[config.mk]
export PLATFORM = sky130hd
export DESIGN_NAME = oh_parchk
export DESIGN_NICKNAME = d
export VERILOG_FILES = /design/src/rtl/oh_parchk.sv
export SDC_FILE = /design/constraint.sdc
export NUM_CORES = 1
export LEC_CHECK = 0
export CORE_ASPECT_RATIO = 0.5
export CORE_MARGIN = 2
export CORE_UTILIZATION = 30
export DETAILED_ROUTE_END_ITERATION = 8
export PLACE_DENSITY_LB_ADDON = 0.3
export SYNTH_ARGS = -nofsm -noshare
export SYNTH_HDL_FRONTEND = slang
export SYNTH_SLANG_ARGS = --single-unit
[constraint.sdc]
create_clock -name clk -period 3.6 [get_ports clk]
set_clock_uncertainty 0.1 [all_clocks]
set_input_delay 0.72 -clock clk [delete_from_list [all_inputs] [get_ports clk]]
set_output_delay 0.72 -clock clk [all_outputs]
set_load 0.01 [all_outputs]
[src/rtl/oh_parchk.sv]
// Parity checker in front of a 2-entry in-order skid buffer.
// Every word accepted from the link is tagged with its parity result, passed
// downstream in order, and counted in a saturating error counter and a sticky flag.
module oh_parchk #(
  parameter int N   = 8,
  parameter int CW  = 8,
  parameter int ODD = 0
) (
  input  logic          clk,
  input  logic          nreset,
  input  logic          clear,
  input  logic          in_valid,
  input  logic [N-1:0]  in_data,
  input  logic          in_parity,
  output logic          in_ready,
  output logic          out_valid,
  output logic [N-1:0]  out_data,
  output logic          out_err,
  input  logic          out_ready,
  output logic [CW-1:0] err_count,
  output logic          err_sticky
);

  typedef enum logic [1:0] {EMPTY = 2'd0, HALF = 2'd1, FULL = 2'd2} state_e;

  state_e         state_q, state_d;
  logic [N-1:0]   head_data_q, head_data_d, tail_data_q, tail_data_d;
  logic           head_err_q, head_err_d, tail_err_q, tail_err_d;
  logic           rdy_q, rdy_d;
  logic [CW-1:0]  cnt_q, cnt_d;
  logic           sticky_q, sticky_d;

  logic push, pop, in_err;
  logic odd_c;

  assign odd_c  = (ODD != 0);
  // Mismatch between recomputed and received parity for the word on the link.
  assign in_err = (^in_data) ^ odd_c ^ in_parity;

  // rdy_q is zero for the first cycle after reset, so nothing is pushed on
  // that edge even though the buffer is EMPTY.
  assign push = in_valid & rdy_q;
  assign pop  = (state_q != EMPTY) & out_ready;

  assign in_ready   = rdy_q;
  assign out_valid  = (state_q != EMPTY);
  assign out_data   = head_data_q;
  assign out_err    = head_err_q;
  assign err_count  = cnt_q;
  assign err_sticky = sticky_q;

  // State, buffer entries, ready and error statistics.
  always_ff @(posedge clk or negedge nreset) begin
    if (!nreset) begin
      state_q     <= EMPTY;
      head_data_q <= '0;
      head_err_q  <= 1'b0;
      tail_data_q <= '0;
      tail_err_q  <= 1'b0;
      rdy_q       <= 1'b0;
      cnt_q       <= '0;
      sticky_q    <= 1'b0;
    end else begin
      state_q     <= state_d;
      head_data_q <= head_data_d;
      head_err_q  <= head_err_d;
      tail_data_q <= tail_data_d;
      tail_err_q  <= tail_err_d;
      rdy_q       <= rdy_d;
      cnt_q       <= cnt_d;
      sticky_q    <= sticky_d;
    end
  end

  // Next-state: occupancy FSM moving words head <- tail <- link.
  always_comb begin
    state_d     = state_q;
    head_data_d = head_data_q;
    head_err_d  = head_err_q;
    tail_data_d = tail_data_q;
    tail_err_d  = tail_err_q;
    unique case (state_q)
      EMPTY: begin
        if (push) begin
          head_data_d = in_data;
          head_err_d  = in_err;
          state_d     = HALF;
        end
      end
      HALF: begin
        if (push && pop) begin
          // Head leaves and the incoming word takes its place.
          head_data_d = in_data;
          head_err_d  = in_err;
        end else if (push) begin
          tail_data_d = in_data;
          tail_err_d  = in_err;
          state_d     = FULL;
        end else if (pop) begin
          state_d     = EMPTY;
        end
      end
      FULL: begin
        if (pop) begin
          head_data_d = tail_data_q;
          head_err_d  = tail_err_q;
          state_d     = HALF;
        end
      end
      default: state_d = EMPTY;
    endcase
    // Registered ready looks ahead at next occupancy so it never depends
    // combinationally on out_ready or in_valid.
    rdy_d = (state_d != FULL);
  end

  // Error statistics; clear wins over a coincident erroneous push.
  always_comb begin
    cnt_d    = cnt_q;
    sticky_d = sticky_q;
    if (clear) begin
      cnt_d    = '0;
      sticky_d = 1'b0;
    end else if (push && in_err) begin
      if (cnt_q != {CW{1'b1}}) cnt_d = cnt_q + CW'(1);
      sticky_d = 1'b1;
    end
  end

endmodule

==> results.json <==
{
  "clock_latency_ps": 280,
  "die_area_sq_um": 6340,
  "vias": 1382,
  "antenna_found_initial": 0,
  "seq_area_sq_um": 751,
  "holdWs_ps": 405,
  "fillers": 532,
  "yosys_most_used_dff": "dfrtp_1",
  "synth_top_family_by_area": "simple AND/OR/NAND/NOR gates",
  "overflow": 0,
  "synth_xor_area_share_pct": 6.09,
  "viasPerCell": 5.06,
  "ys_top_cells_by_count": "30 x dfrtp_1, 18 x nand2_1, 16 x nor2_1",
  "syn_inst": 164,
  "switchingPower_mw": 0.427,
  "status": "completed",
  "place_ws_ps": 571,
  "synthMuxAreaShare_pct": 16.7,
  "p_leak_nw": 0.960,
  "synth-async-reset-ratio_pct": 100,
  "swShare_pct": 27.4,
  "rsz0062_at_grt": "false",
  "synth_cell_types": 38,
  "setup_viol": 0,
  "cts-hold-fix-buffers": 0,
  "fin_util_pct": 42.0,
  "syn_area_sq_um": 1710,
  "yosysMostFrequentCell": "dfrtp_1",
  "cts_buffer_depth": 2,
  "ios": 34,
  "final_hold_viol_count": 0,
  "syn_area_per_cell_sq_um": 10.4,
  "grt_usage_pct": 12.9,
  "maxCapViolCount": 0,
  "core_area_sq_um": 5490,
  "finalCriticalPeriod_ps": 2750,
  "tritoncts": "built",
  "ir_drop_mv": 0.287,
  "diodes": 0,
  "cts.sinks": 30,
  "fin_setup_tns_ps": 0,
  "max_slew_margin_pct": 46.5,
  "path_max_fanout": 8,
  "internal_power_mw": 1.13,
  "grt_pass1_vias": 1319,
  "post-route-period-util_pct": 76.5,
  "syn_to_final_growth_pct": 35.1,
  "num_rows": 19,
  "cts_max_level": 2,
  "synth_top_area_share_pct": 44.0,
  "synth-seq-cells": 30,
  "drc_errors": 0,
  "wl_per_cell_microns": 13.6,
  "ys_warn_count": 0,
  "critical_path_class": "primary input to flop",
  "yosysTopAreaCell": "dfrtp_1",
  "final_nets": 214,
  "synth-compound-area-share_pct": 9.90,
  "fp.dieH_microns": 57.3,
  "combinationalPowerShare_pct": 30.0,
  "dr.pass1.iters": 4,
  "synth.area.top_cells": "dfrtp_1 44%, mux2_2 9.2%, mux2i_1 5.3%",
  "syn-num-nets": 179,
  "holdCritPathClass": "flop to flop",
  "multi_input_area_sq_um": 911,
  "die_w_microns": 111,
  "synth.yosys.seq_area_share_pct": 44.0,
  "root_buffer": "clkbuf_16",
  "cp.required_ps": 3660,
  "drt_iter0_drc": 58,
  "cts_resized": 0,
  "layout_setup_ws_ps": 846,
  "path_clk_slew_ps": 50,
  "end_kind": "flop",
  "worstMarginPinSlew_ps": 798,
  "synth-edff-count": 0,
  "seqPwrFrac_pct": 33.6,
  "start_kind": "primary input",
  "synthSimpleGateAreaFrac_pct": 20.0,
  "drtAntennaViolNets": 0,
  "globalplace.congestion": 0.709,
  "fmax_mhz": 363,
  "grt_max_degree": 31,
  "drt_wl_total_microns": 3710,
  "port_buffers": 33,
  "synth_fa_ha_area_share_pct": 0.734,
  "initial_core_util_pct": 31.1,
  "power_density_nw_per_um2": 675,
  "grt_pass1_wl_microns": 6270,
  "clkPwrFrac_pct": 36.4,
  "arrival_ps": 2810,
  "cts-buffers-inserted": 5,
  "cts_setup_buffers": 0,
  "hpwlAfterDp_microns": 2560,
  "slew_viol_final": 0,
  "layout-drive-gt1-share_pct": 14.5
}
-- per-layer routing --
| layer | global-route usage (%) | up-vias | part of all wire (%) |
|---|---|---|---|
| met4 | 6.61 | 0 | 1.9 |
| met5 | 0 | - | 0 |
| met1 | 16.8 | 676 | 47 |
| li1 | - | 663 | - |
| met2 | 19.8 | 36 | 46 |
| met3 | 3.93 | 7 | 4.9 |
-- logic make-up after synthesis --
| group | Yosys count |
|---|---|
| buf+inv | 9 |
| flops | 30 |
| compound gates | 25 |
| fa+ha+maj | 1 |
| simple gates | 67 |
| mux | 25 |
| xor+xnor | 7 |
-- worst paths after layout --
kind / start / endpoint / slack (ps) / cells after the start
setup / recovery: in_data[3] / err_count[0]$_DFFE_PN0P_ / 850 / 5
hold / removal: tail_data_q[5]$_DFFE_PN0P_ / tail_data_q[5]$_DFFE_PN0P_ / 410 / 1
setup reg to reg: err_count[0]$_DFFE_PN0P_ / err_count[0]$_DFFE_PN0P_ / 1720 / 5
hold reg to reg: tail_data_q[5]$_DFFE_PN0P_ / tail_data_q[5]$_DFFE_PN0P_ / 410 / 1
max in group asynchronous: nreset / err_count[2]$_DFFE_PN0P_ / 2370 / 2
min in group asynchronous: nreset / out_data[0]$_DFFE_PN0P_ / 730 / 2
-- power by group through the flow --
stage / Combinational [mW] / Sequential, mW / Clock, mW
finish: 0.466 / 0.523 / 0.567
detailed placement: 0.472 / 0.531 / 0
global route: 0.513 / 0.544 / 0.599
CTS: 0.472 / 0.525 / 0.583
global placement: 0.462 / 0.526 / 0
floorplan: 0.259 / 0.541 / 0
-- layout by cell type, fill, tap and decap left out, types with 2 or more instances in the layout --
cell type,instances
clkdlybuf4s50_1,33
dfrtp_1,30
nand2_1,18
nor2_1,16
mux2_2,14
mux2i_1,9
a31oi_1,8
nor2b_1,7
nand4_1,7
a21oi_1,6
nand2b_1,5
clkbuf_16,5
nand3_1,4
o2111ai_1,4
xnor2_1,3
inv_1,2
xnor3_1,2
and3_1,2
and4_1,2
o211ai_1,2
bufinv_16,2
buf_4,2
-- cell type report --
class / instances / share of cell area (%)
clock buffers: 6 / 6.03
inverters: 2 / 0.326
multi-input cells: 125 / 39.5
well taps: 73 / 3.96
flip-flops and latches: 30 / 32.6
repair buffers: 35 / 15.0
clock inverters: 2 / 2.61
-- sequential cells by signal, indices dropped and copies added, names as in the netlist --
register,cells
out_err,1
out_data,8
state_q,2
err_sticky,1
tail_data_q,8
err_count,8
in_ready,1
tail_err_q,1
-- worst max-delay path, stage by stage --
cell             delay, ps
clkdlybuf4s50_1        470
xor2_1                 190
xnor3_1                770
mux2i_4                350
mux2_4                 310
-- through the flow --
stage               cells  total power, mW  cell area [sq um]
floorplan             164            0.800               1710
global placement      265            0.988               2110
detailed placement    265             1.00               2110
CTS                   273             1.58               2300
global route          273             1.66               2300
finish                273             1.56               2300
No activity file was read; power rests on OpenSTA's default activity.
